File: src/rtl/alu_ctrl_pkg.sv
// Shared definitions for the bit-serial ALU sequencer.
//   - WIDTH_DEFAULT : default operand/result width
//   - CTRL_*        : 4-bit alu_ctrl operation codes
//   - OP_*          : 2-bit slice operation select (AND / OR / SUM)
//   - state_t       : sequencer states IDLE / RUN / DONE
//   - slice_ctrl_t  : decoded slice controls plus per-op flags
//   - decode_ctrl / decode_b_invert : alu_ctrl decode helpers
package alu_ctrl_pkg;

  localparam int WIDTH_DEFAULT = 32;

  localparam logic [3:0] CTRL_AND = 4'b0000;
  localparam logic [3:0] CTRL_OR  = 4'b0001;
  localparam logic [3:0] CTRL_ADD = 4'b0010;
  localparam logic [3:0] CTRL_SUB = 4'b0110;
  localparam logic [3:0] CTRL_SLT = 4'b0111;
  localparam logic [3:0] CTRL_NOR = 4'b1100;

  localparam logic [1:0] OP_AND = 2'b00;
  localparam logic [1:0] OP_OR  = 2'b01;
  localparam logic [1:0] OP_SUM = 2'b10;

  typedef enum logic [1:0] {
    IDLE = 2'b00,
    RUN  = 2'b01,
    DONE = 2'b10
  } state_t;

  typedef struct packed {
    logic       a_invert;
    logic       b_invert;
    logic [1:0] operation;
    logic       is_arith;  // ADD/SUB/SLT: overflow is meaningful
    logic       is_slt;    // result replaced by the sign-compare bit
    logic       legal;
  } slice_ctrl_t;

  function automatic slice_ctrl_t decode_ctrl(input logic [3:0] code);
    slice_ctrl_t d;
    d = '0;
    case (code)
      CTRL_AND: begin d.operation = OP_AND; d.legal = 1'b1; end
      CTRL_OR:  begin d.operation = OP_OR;  d.legal = 1'b1; end
      CTRL_ADD: begin d.operation = OP_SUM; d.is_arith = 1'b1; d.legal = 1'b1; end
      CTRL_SUB: begin
        d.b_invert = 1'b1; d.operation = OP_SUM; d.is_arith = 1'b1; d.legal = 1'b1;
      end
      CTRL_SLT: begin
        d.b_invert = 1'b1; d.operation = OP_SUM; d.is_arith = 1'b1;
        d.is_slt = 1'b1; d.legal = 1'b1;
      end
      CTRL_NOR: begin
        d.a_invert = 1'b1; d.b_invert = 1'b1; d.operation = OP_AND; d.legal = 1'b1;
      end
      default: d = '0;
    endcase
    return d;
  endfunction

  // b_invert alone seeds the carry flip-flop on accept (the +1 of two's complement).
  function automatic logic decode_b_invert(input logic [3:0] code);
    case (code)
      CTRL_SUB, CTRL_SLT, CTRL_NOR: return 1'b1;
      default:                      return 1'b0;
    endcase
  endfunction

endpackage

File: src/rtl/bit_serial_alu_ctrl_if.sv
// Request/response bundle of the bit-serial ALU sequencer.
//   master : drives start, alu_ctrl, src_a, src_b; observes status and results
//   slave  : the sequencer side
interface bit_serial_alu_ctrl_if
  import alu_ctrl_pkg::*;
#(
  parameter int WIDTH = WIDTH_DEFAULT
);
  logic             start;
  logic [3:0]       alu_ctrl;
  logic [WIDTH-1:0] src_a;
  logic [WIDTH-1:0] src_b;
  logic             ready;
  logic             busy;
  logic             done;
  logic [WIDTH-1:0] result;
  logic             zero;
  logic             overflow;
  logic             illegal;

  modport master (
    output start, alu_ctrl, src_a, src_b,
    input  ready, busy, done, result, zero, overflow, illegal
  );

  modport slave (
    input  start, alu_ctrl, src_a, src_b,
    output ready, busy, done, result, zero, overflow, illegal
  );
endinterface

File: src/rtl/alu_bit_slice.sv
// Combinational one-bit ALU slice.
//   a, b        : operand bits
//   carry_in    : carry from the previous (less significant) bit
//   a_invert    : invert a before use
//   b_invert    : invert b before use
//   operation   : 00 AND, 01 OR, 10 full-adder sum, 11 drives 0
//   result      : selected slice output
//   carry_out   : full-adder carry (valid whatever operation selects)
module alu_bit_slice
  import alu_ctrl_pkg::*;
(
  input  logic       a,
  input  logic       b,
  input  logic       carry_in,
  input  logic       a_invert,
  input  logic       b_invert,
  input  logic [1:0] operation,
  output logic       result,
  output logic       carry_out
);
  logic a_eff;
  logic b_eff;

  assign a_eff     = a ^ a_invert;
  assign b_eff     = b ^ b_invert;
  assign carry_out = (a_eff & b_eff) | (carry_in & (a_eff ^ b_eff));

  always_comb begin
    result = 1'b0;
    case (operation)
      OP_AND:  result = a_eff & b_eff;
      OP_OR:   result = a_eff | b_eff;
      OP_SUM:  result = a_eff ^ b_eff ^ carry_in;
      default: result = 1'b0;
    endcase
  end
endmodule

File: src/rtl/bit_serial_alu_ctrl.sv
// Bit-serial ALU sequencer: runs a WIDTH-bit operation through a single
// one-bit slice, LSB first, one bit per clock.
//   clk   : clock, all state on rising edge
//   rst_n : synchronous active-low reset
//   bus   : slave side of bit_serial_alu_ctrl_if (start/ready/busy/done,
//           alu_ctrl, src_a, src_b, result, zero, overflow, illegal)
// An accepted request takes WIDTH RUN cycles, then one DONE cycle with done=1.
module bit_serial_alu_ctrl
  import alu_ctrl_pkg::*;
#(
  parameter int WIDTH = WIDTH_DEFAULT
)
(
  input  logic                clk,
  input  logic                rst_n,
  bit_serial_alu_ctrl_if.slave bus
);
  localparam int             CW       = $clog2(WIDTH);
  localparam logic [CW-1:0]  LAST_IDX = CW'(WIDTH - 1);

  state_t           state_reg, state_next;
  logic [CW-1:0]    idx_reg;
  logic             carry_reg;
  logic [3:0]       ctrl_reg;
  logic [WIDTH-1:0] opa_reg;
  logic [WIDTH-1:0] opb_reg;
  logic [WIDTH-1:0] shift_reg;
  logic [WIDTH-1:0] shift_next;
  logic [WIDTH-1:0] result_reg;
  logic             zero_reg;
  logic             overflow_reg;
  logic             illegal_reg;

  slice_ctrl_t      run_dec;
  logic             slice_res;
  logic             slice_cout;
  logic             accept;
  logic             last_bit;
  logic             msb_ovf;
  logic             final_ovf;
  logic [WIDTH-1:0] final_result;

  // Decode from the latched code so input changes after accept are ignored.
  assign run_dec = decode_ctrl(ctrl_reg);

  alu_bit_slice u_slice (
    .a         (opa_reg[idx_reg]),
    .b         (opb_reg[idx_reg]),
    .carry_in  (carry_reg),
    .a_invert  (run_dec.a_invert),
    .b_invert  (run_dec.b_invert),
    .operation (run_dec.operation),
    .result    (slice_res),
    .carry_out (slice_cout)
  );

  // Slice output lands at bit idx; other bits keep their value.
  generate
    for (genvar gi = 0; gi < WIDTH; gi++) begin : g_shift
      assign shift_next[gi] = (idx_reg == CW'(gi)) ? slice_res : shift_reg[gi];
    end
  endgenerate

  // Only meaningful while the MSB is in the slice (last_bit).
  assign msb_ovf   = carry_reg ^ slice_cout;
  assign final_ovf = run_dec.is_arith & msb_ovf;

  always_comb begin
    final_result = shift_next;
    if (!run_dec.legal) begin
      final_result = '0;
    end else if (run_dec.is_slt) begin
      // Sign of (a-b) corrected by overflow gives the true signed compare.
      final_result = {{(WIDTH-1){1'b0}}, slice_res ^ msb_ovf};
    end
  end

  always_comb begin
    state_next = state_reg;
    accept     = 1'b0;
    last_bit   = 1'b0;
    case (state_reg)
      IDLE: begin
        if (bus.start) begin
          accept     = 1'b1;
          state_next = RUN;
        end
      end
      RUN: begin
        if (idx_reg == LAST_IDX) begin
          last_bit   = 1'b1;
          state_next = DONE;
        end
      end
      DONE:    state_next = IDLE;
      default: state_next = IDLE;
    endcase
  end

  always_ff @(posedge clk) begin
    if (!rst_n) begin
      state_reg    <= IDLE;
      idx_reg      <= '0;
      carry_reg    <= 1'b0;
      ctrl_reg     <= '0;
      opa_reg      <= '0;
      opb_reg      <= '0;
      shift_reg    <= '0;
      result_reg   <= '0;
      zero_reg     <= 1'b0;
      overflow_reg <= 1'b0;
      illegal_reg  <= 1'b0;
    end else begin
      state_reg <= state_next;
      if (accept) begin
        ctrl_reg  <= bus.alu_ctrl;
        opa_reg   <= bus.src_a;
        opb_reg   <= bus.src_b;
        idx_reg   <= '0;
        carry_reg <= decode_b_invert(bus.alu_ctrl);
      end else if (state_reg == RUN) begin
        shift_reg <= shift_next;
        carry_reg <= slice_cout;
        idx_reg   <= idx_reg + 1'b1;
        if (last_bit) begin
          result_reg   <= final_result;
          zero_reg     <= (final_result == '0);
          overflow_reg <= final_ovf;
          illegal_reg  <= ~run_dec.legal;
        end
      end
    end
  end

  assign bus.ready    = (state_reg == IDLE);
  assign bus.busy     = (state_reg == RUN);
  assign bus.done     = (state_reg == DONE);
  assign bus.result   = result_reg;
  assign bus.zero     = zero_reg;
  assign bus.overflow = overflow_reg;
  assign bus.illegal  = illegal_reg;

endmodule

File: src/flat_wrapper.sv
// flat-port wrapper written by rule: the top's interface ports become plain ports
module bit_serial_alu_ctrl_flat import alu_ctrl_pkg::*;
#(
  parameter int WIDTH = WIDTH_DEFAULT
)
  (clk, rst_n, bus_start, bus_alu_ctrl, bus_src_a, bus_src_b, bus_ready, bus_busy, bus_done, bus_result, bus_zero, bus_overflow, bus_illegal);
  bit_serial_alu_ctrl_if #(.WIDTH(WIDTH)) bus_i ();
  input  logic clk;
  input  logic rst_n;
  input wire logic [$bits(bus_i.start)-1:0] bus_start;
  input wire logic [$bits(bus_i.alu_ctrl)-1:0] bus_alu_ctrl;
  input wire logic [$bits(bus_i.src_a)-1:0] bus_src_a;
  input wire logic [$bits(bus_i.src_b)-1:0] bus_src_b;
  output wire logic [$bits(bus_i.ready)-1:0] bus_ready;
  output wire logic [$bits(bus_i.busy)-1:0] bus_busy;
  output wire logic [$bits(bus_i.done)-1:0] bus_done;
  output wire logic [$bits(bus_i.result)-1:0] bus_result;
  output wire logic [$bits(bus_i.zero)-1:0] bus_zero;
  output wire logic [$bits(bus_i.overflow)-1:0] bus_overflow;
  output wire logic [$bits(bus_i.illegal)-1:0] bus_illegal;
  assign bus_i.start = bus_start;
  assign bus_i.alu_ctrl = bus_alu_ctrl;
  assign bus_i.src_a = bus_src_a;
  assign bus_i.src_b = bus_src_b;
  assign bus_ready = bus_i.ready;
  assign bus_busy = bus_i.busy;
  assign bus_done = bus_i.done;
  assign bus_result = bus_i.result;
  assign bus_zero = bus_i.zero;
  assign bus_overflow = bus_i.overflow;
  assign bus_illegal = bus_i.illegal;
  bit_serial_alu_ctrl #(.WIDTH(WIDTH)) u_core (.clk(clk), .rst_n(rst_n), .bus(bus_i));
endmodule
File: config.mk
export PLATFORM = sky130hd
export DESIGN_NAME = bit_serial_alu_ctrl_flat
export DESIGN_NICKNAME = d
export VERILOG_FILES = /design/src/rtl/alu_ctrl_pkg.sv /design/src/rtl/bit_serial_alu_ctrl_if.sv /design/src/rtl/alu_bit_slice.sv /design/src/rtl/bit_serial_alu_ctrl.sv /design/src/flat_wrapper.sv
export SDC_FILE = /design/constraint.sdc
export NUM_CORES = 1
export LEC_CHECK = 0
export ABC_AREA = 1
export CAP_MARGIN = 20
export CORE_AREA = 2 2 135 137
export DETAILED_ROUTE_END_ITERATION = 10
export DIE_AREA = 0 0 137 139
export PLACE_DENSITY = 0.73
export SLEW_MARGIN = 20
export SYNTH_ARGS = -nofsm -noshare
export SYNTH_HDL_FRONTEND = slang
export SYNTH_HIERARCHICAL = 1
export SYNTH_SLANG_ARGS = --single-unit
File: constraint.sdc
create_clock -name clk -period 3.7 [get_ports clk]
set_input_delay 0.555 -clock clk [delete_from_list [all_inputs] [get_ports clk]]
set_output_delay 0.555 -clock clk [all_outputs]
set_load 0.005 [all_outputs]
==> Word level (Yosys, flattened, before mapping) <==
Index checks and enable logic that the tools add are counted.
{ "classes": {"add_sub_neg": 1, "n_mul": 0, "n_div": 0, "magnitude_cmp": 1, "eq_ne": 45, "shifts": 0, "muxes": 55, "bitwise": 14, "reduce_logical": 14} }
{ "ops": {"columns": ["cell", "n"], "rows": [
  ["$eq A5 B5 Y1 const B", 16],
  ["$mux W32", 2],
  ["$mux W1", 46],
  ["$eq A5 B4 Y1 const B", 8],
  ["$logic_not A32 Y1", 1],
  ["$eq A5 B3 Y1 const B", 4],
  ["$eq A4 B3 Y1 const B", 4],
  ["$bmux W1 S5", 2],
  ["$eq A5 B2 Y1 const B", 2],
  ["$reduce_or A3 Y1", 3],
  ["$eq A4 B4 Y1 const B", 2],
  ["$pmux W2 S2", 2],
  ["$lt A5 B6 Y1 const B", 1],
  ["$reduce_or A6 Y1", 1],
  ["$xor A1 B1 Y1", 6],
  ["$add A5 B1 Y5 const B", 1],
  ["$eq A5 B1 Y1 const B", 1],
  ["$logic_not A5 Y1", 1],
  ["$eq A2 B1 Y1 const B", 2],
  ["$eq A2 B2 Y1 const B", 2],
  ["$eq A4 B1 Y1 const B", 1],
  ["$eq A4 B2 Y1 const B", 1],
  ["$logic_not A2 Y1", 2],
  ["$logic_not A4 Y1", 1],
  ["11 further kinds", 18]
]} }
{ "totals": {"reg_bits": 143, "latchBits": 0, "ramBits": 0, "mem_bits_ro": 0, "in_bits": 71, "output_inout_bits": 38, "wordCells": 141, "n_memories": 0} }

==> Depth between registers and ports, before layout <==
Gate-level depths: netlist of the first run.
{ "logic_depth": {"word_depth": 12, "depth_mapped": 27, "ltp_nobuf": 25} }

==> By module <==
Netlist of the first run, hierarchy kept.
{ "modules_own_cells": {"columns": ["mod", "n_inst", "cells_each", "area_per_inst_um2", "seq_area_each_um2"], "rows": [
  ["bit_serial_alu_ctrl", 1, 1005, 6804.0, 2862.7],
  ["alu_bit_slice", 1, 18, 112.6, 0.0]
]} }

==> Least setup slack after synthesis of the first run <==
Ideal clock, no wire load.
{ "synth_timing": {"kind": "register to register", "from": "register u_core.idx_reg[0]", "to": "register u_core.zero_reg, in the netlist u_core/bus.zero", "arrival_ps": 3380, "t_required_ps": 3633, "setup_slack_ps": 252, "path_stages_with_launch": 24, "path_buffers": 3, "period_less_slack_ps": 3448, "cell_sequence": "dfxtp_1 > clkbuf_1 > inv_1 > buf_2 > o21ai_0 > o22ai_1 > a221oi_1 > o21ai_0 > xor2_1 > inv_1 > fa_1 > nand2_1 > nand3_1 > nand2_1 > inv_1 > clkbuf_1 > nand4_1 > nand2_1 > a21oi_1 > nor2_1 > nand3_1 > nor2_1 > nand2_1 > a21oi_2"} }
{ "synth_rtl": {"columns": ["element", "line", "rtl"], "rows": [
  ["start: declaration", "bit_serial_alu_ctrl.sv:22", "logic [CW-1:0] idx_reg;"],
  ["start signal: assignment", "bit_serial_alu_ctrl.sv:124", "idx_reg <= idx_reg + 1'b1;"],
  ["$bmux W1 S5, on equally long branches", "bit_serial_alu_ctrl.sv:47, bit_serial_alu_ctrl.sv:48", null],
  ["$mux W1, on equally long branches", "bit_serial_alu_ctrl.sv:47, bit_serial_alu_ctrl.sv:48", null],
  ["$xor A1 B1 Y1, on equally long branches", "alu_bit_slice.sv:24, alu_bit_slice.sv:25", null],
  ["$xor A1 B1 Y1 (2 in a row)", "alu_bit_slice.sv:33", "OP_SUM: result = a_eff ^ b_eff ^ carry_in;"],
  ["$pmux W1 S3 *", "alu_bit_slice.sv:30", "case (operation)"],
  ["via u_core.slice_res", "bit_serial_alu_ctrl.sv:35", "logic slice_res;"],
  ["$mux W1 or $xor A1 B1 Y1 (tied branches)", "bit_serial_alu_ctrl.sv:60, bit_serial_alu_ctrl.sv:74", null],
  ["$mux W32 *", "bit_serial_alu_ctrl.sv:72", "end else if (run_dec.is_slt) begin"],
  ["$mux W32 *", "bit_serial_alu_ctrl.sv:70", "if (!run_dec.legal) begin"],
  ["$logic_not A32 Y1 *", "bit_serial_alu_ctrl.sv:127", "zero_reg <= (final_result == '0);"],
  ["end signal: assignment", "bit_serial_alu_ctrl.sv:127", null],
  ["end: declaration", "bit_serial_alu_ctrl.sv:30", "logic zero_reg;"]
]} }
The timed path passes the listed nets; every way through them passes the cells marked *. The select of a mux whose other input is x is not followed.
A chain may end at the register's enable or synchronous reset.

==> Worst setup path in the final report of the first run <==
Ends and elaborated chain as after synthesis.

==> impl_metrics.csv, run 1 <==
group,metric,value,unit
drt,routed_via_density,5.034,
clock_network,clock_path_buffers,2,
clock_network,cts_hold_buf,0,
critical_path,cpMaxStageDelayCell,"fa_1",
global_routing,track_usage,0.2011,
floorplanning,die_width,137,um
sta,hold_violations,0,
critical_path,cp_common_cell,"nand2_1",
clock_network,cts_tree,"built",
drt,vias,6751,
placement,globalplace.congestion,0.8531,
drt,drc,0,
synth,ys_types,36,
global_routing,grt_pass1_wl,30800,um
finish,area_delta_synth_final,27.71,%
power,finalPower,4.250,mW
critical_path,critPathCaptureType,"flip-flop",
clock_network,clk_pin_slew_worst_paths,0.06,ns
finish,layout-drive-gt1-share,0.07824,
floorplanning,die-area,19040,um^2
critical_path,worstPathArrival,3.75,ns
critical_path,worstPathCellList,"inv_1 -> buf_12 -> o21ai_0 -> o22ai_1 -> nand2_1 -> nand2_1 -> a221oi_1 -> o21ai_0 -> xnor2_1 -> fa_1 -> nand2_1 -> nand3_1 -> nand2_1 -> inv_2 -> buf_12 -> nand4_1 -> nand2_1 -> a21oi_1 -> nor2_1 -> nand3_1 -> nor2_1 -> nand2_1 -> a21oi_2",
drt,postRouteAntennaNets,0,
synth,synth_area_leaders,"dfxtp_1, o21ai_0, nor2_1",
synth,synth-main-ff-cell,"dfxtp_1",
synth,yosysMostFrequentCell,"nor2_1",
global_routing,antenna_found_initial,0,
critical_path,cp_max_fo,24,
synth,postSynthCellCount,1023,
synth,synth_edf_count,0,
floorplanning,num_io_pins,109,
synth,ys_warn_count,6,
clock_network,clock-root-buffer,"clkbuf_16",
sta,fmax,0.2895,GHz
critical_path,crit_buf_inv,4,
critical_path,slowest_delay,0.47,ns
sta,maxSlewViolCount,0,
placement,post-place-ws,0.2327,ns
sta,finalCritPeriodShare,0.9337,
power,leakagePower,3.947,nW
global_routing,grt_max_degree,77,
placement,hpwl,12340,um
drt,finalWirelength,18560,um
synth,yosysSeqAreaShare,0.4139,
synth,netlist_area,6917,um^2
drt,route.detailed.wl_per_inst,13.84,um
sta,worst_slack,0.2454,ns
global_routing,first_global_vias,6369,
drt,first_pass_iters,7,
job,cap_violations,0,
synth,ys_top_cells_by_count,"nor2_1, o21ai_0, dfxtp_1, nand2_1, inv_1",
sta,period_needed,3.455,ns
hold_path,hold_path_class,"flip-flop to flip-flop",
clock_network,cts.sinks,143,
synth,synth-seq-cells,143,
sta,skew,0.007161,ns
floorplanning,fp-row-count,49,
drt,drtIter0Drc,600,
power,p_per_area,481.2,nW/um^2
critical_path,critical_path_class,"flip-flop to flip-flop",
clock_network,h-tree-depth,4,
global_routing,gr-total-overflow,0,
sta,worst_pin_slew,0.9910,ns
synth,yosys.area.top_type,"dfxtp_1",
synth,syn_avg_cell_area,6.761,um^2
critical_path,critPathLaunchType,"flip-flop",
floorplanning,initial_core_util,0.3917,
placement,io_buffers,108,
synth,synthArstFlopShare,0,
power,peakVddDrop,0.3488,mV
run_status,outcome,"finished clean",
clock_network,numCtsBuffers,17,
finish,antenna_cells,0,
synth,synth_nets,1103,
sta,slew_headroom,0.3384,
floorplanning,die_height,139,um
finish,nNetsFinal,1180,
critical_path,cp.required,3.99,ns
critical_path,cpLargestDelayFamily,"compound AO/OA/AOI/OAI gates",
floorplanning,core_region_area,17660,um^2
synth,synth_top_area_share,0.4139,
clock_network,clock_latency,0.42,ns
sta,setup_violations,0,
## cells by family after synthesis
family | count (synthesis) | synth area share
XOR/XNOR | 2 | 0.002533
buffers and inverters | 187 | 0.1127
adder cells (fa/ha/maj) | 9 | 0.01737
AND/OR/NAND/NOR | 400 | 0.2437
flip-flops | 143 | 0.4139
AO/OA/AOI/OAI | 282 | 0.2098
## area by class of cell
class                      instances  area (um^2)
fill                            1703         8823
clock buffer                      21        470.5
inverter                         114        432.9
sequential                       143         2865
timing repair buffer             131         1286
multi-input combinational        693         3284
tap                              229        286.5
clock inverter                    10        207.7
## final timing paths
kind,start,endpoint,slack [ns],cells after the start
hold / removal,u_core/shift_reg[15],u_core/shift_reg[15],0.46,2
hold reg to reg,u_core/shift_reg[15],u_core/shift_reg[15],0.46,2
setup / recovery,u_core/idx_reg[0],u_core/bus.zero,0.25,23
setup reg to reg,u_core/idx_reg[0],u_core/bus.zero,0.25,23
## power breakdown
group          switching [mW]  internal [mW]  leakage, nW
clock network           0.649           1.31        0.333
logic                   0.368          0.241         2.44
registers              0.0439           1.63         1.18
total                    1.06           3.19         3.95
## layer usage
layer  vias up  global-route usage  wire (um)
met3        24             0.03363        697
met4         0             0.07216        333
li1       3447                   -          -
met1      3119              0.2476       8022
met2       161              0.3496       9502
met5         -                   0          0
## layout by cell type, fill, tap and decap left out, types with 2 or more instances in the layout
cell and instances:
buf_4 20, nand4_1 15, nand3_1 26, a221oi_1 2, inv_2 7, nor3_1 2, ha_1 8, nand2_1 128
nor2_2 2, clkbuf_16 17, clkinv_2 2, inv_1 104, clkbuf_8 3, nor2_4 6, o22ai_1 16, dfxtp_1 141
clkinv_4 2, nor2_1 207, o21ai_1 16, clkdlybuf4s50_1 107, nand3_2 5, buf_12 3, nand2_2 5, o21ai_0 173
bufinv_16 6, inv_4 2, dfxtp_2 2, a21oi_1 71
## tightest hold or removal path: cells and delay by family, from the launching register on
| kind | cells | cell delay (ns) |
|---|---|---|
| AOI/OAI and AO/OA | 1 | 0.06 |
| DFF | 1 | 0.29 |
| buffers and inverters | 1 | 0.06 |
## stage by stage
step                      std cells  TNS [ns]    util  cell area (um^2)  hold WS (ns)
after floorplan                1023         0       -              6917        0.4308
after global placement         1309         0  0.4612              8143        0.4421
after detailed placement       1309         0  0.4612              8143        0.4456
after CTS                      1340         0  0.4996              8821        0.4562
after global routing           1341  -0.01441  0.5003              8833        0.4827
final                          1341         0  0.5003              8833        0.4618
## timing repair
item,in CTS,in global routing
endpoints found under the setup margin,0,1
buffers inserted,0,1
resized for setup,0,10
Note: power is estimated with default switching activity, not from simulation.
==> run 2: changes to the inputs <==
--- a/config.mk
+++ b/config.mk
@@ -10,6 +10,7 @@
 export CORE_AREA = 2 2 135 137
 export DETAILED_ROUTE_END_ITERATION = 10
 export DIE_AREA = 0 0 137 139
+export GPL_ROUTABILITY_DRIVEN = 0
 export PLACE_DENSITY = 0.73
 export SLEW_MARGIN = 20
 export SYNTH_ARGS = -nofsm -noshare
==> results of run 2 <==
No change in the layout: final DEF, timing and power equal those of run 1.
==> run 3: changes to the inputs <==
--- a/config.mk
+++ b/config.mk
@@ -6,7 +6,6 @@
 export NUM_CORES = 1
 export LEC_CHECK = 0
 export ABC_AREA = 1
-export CAP_MARGIN = 20
 export CORE_AREA = 2 2 135 137
 export DETAILED_ROUTE_END_ITERATION = 10
 export DIE_AREA = 0 0 137 139
==> results of run 3 <==
No change in the layout: final DEF, timing and power equal those of run 1.
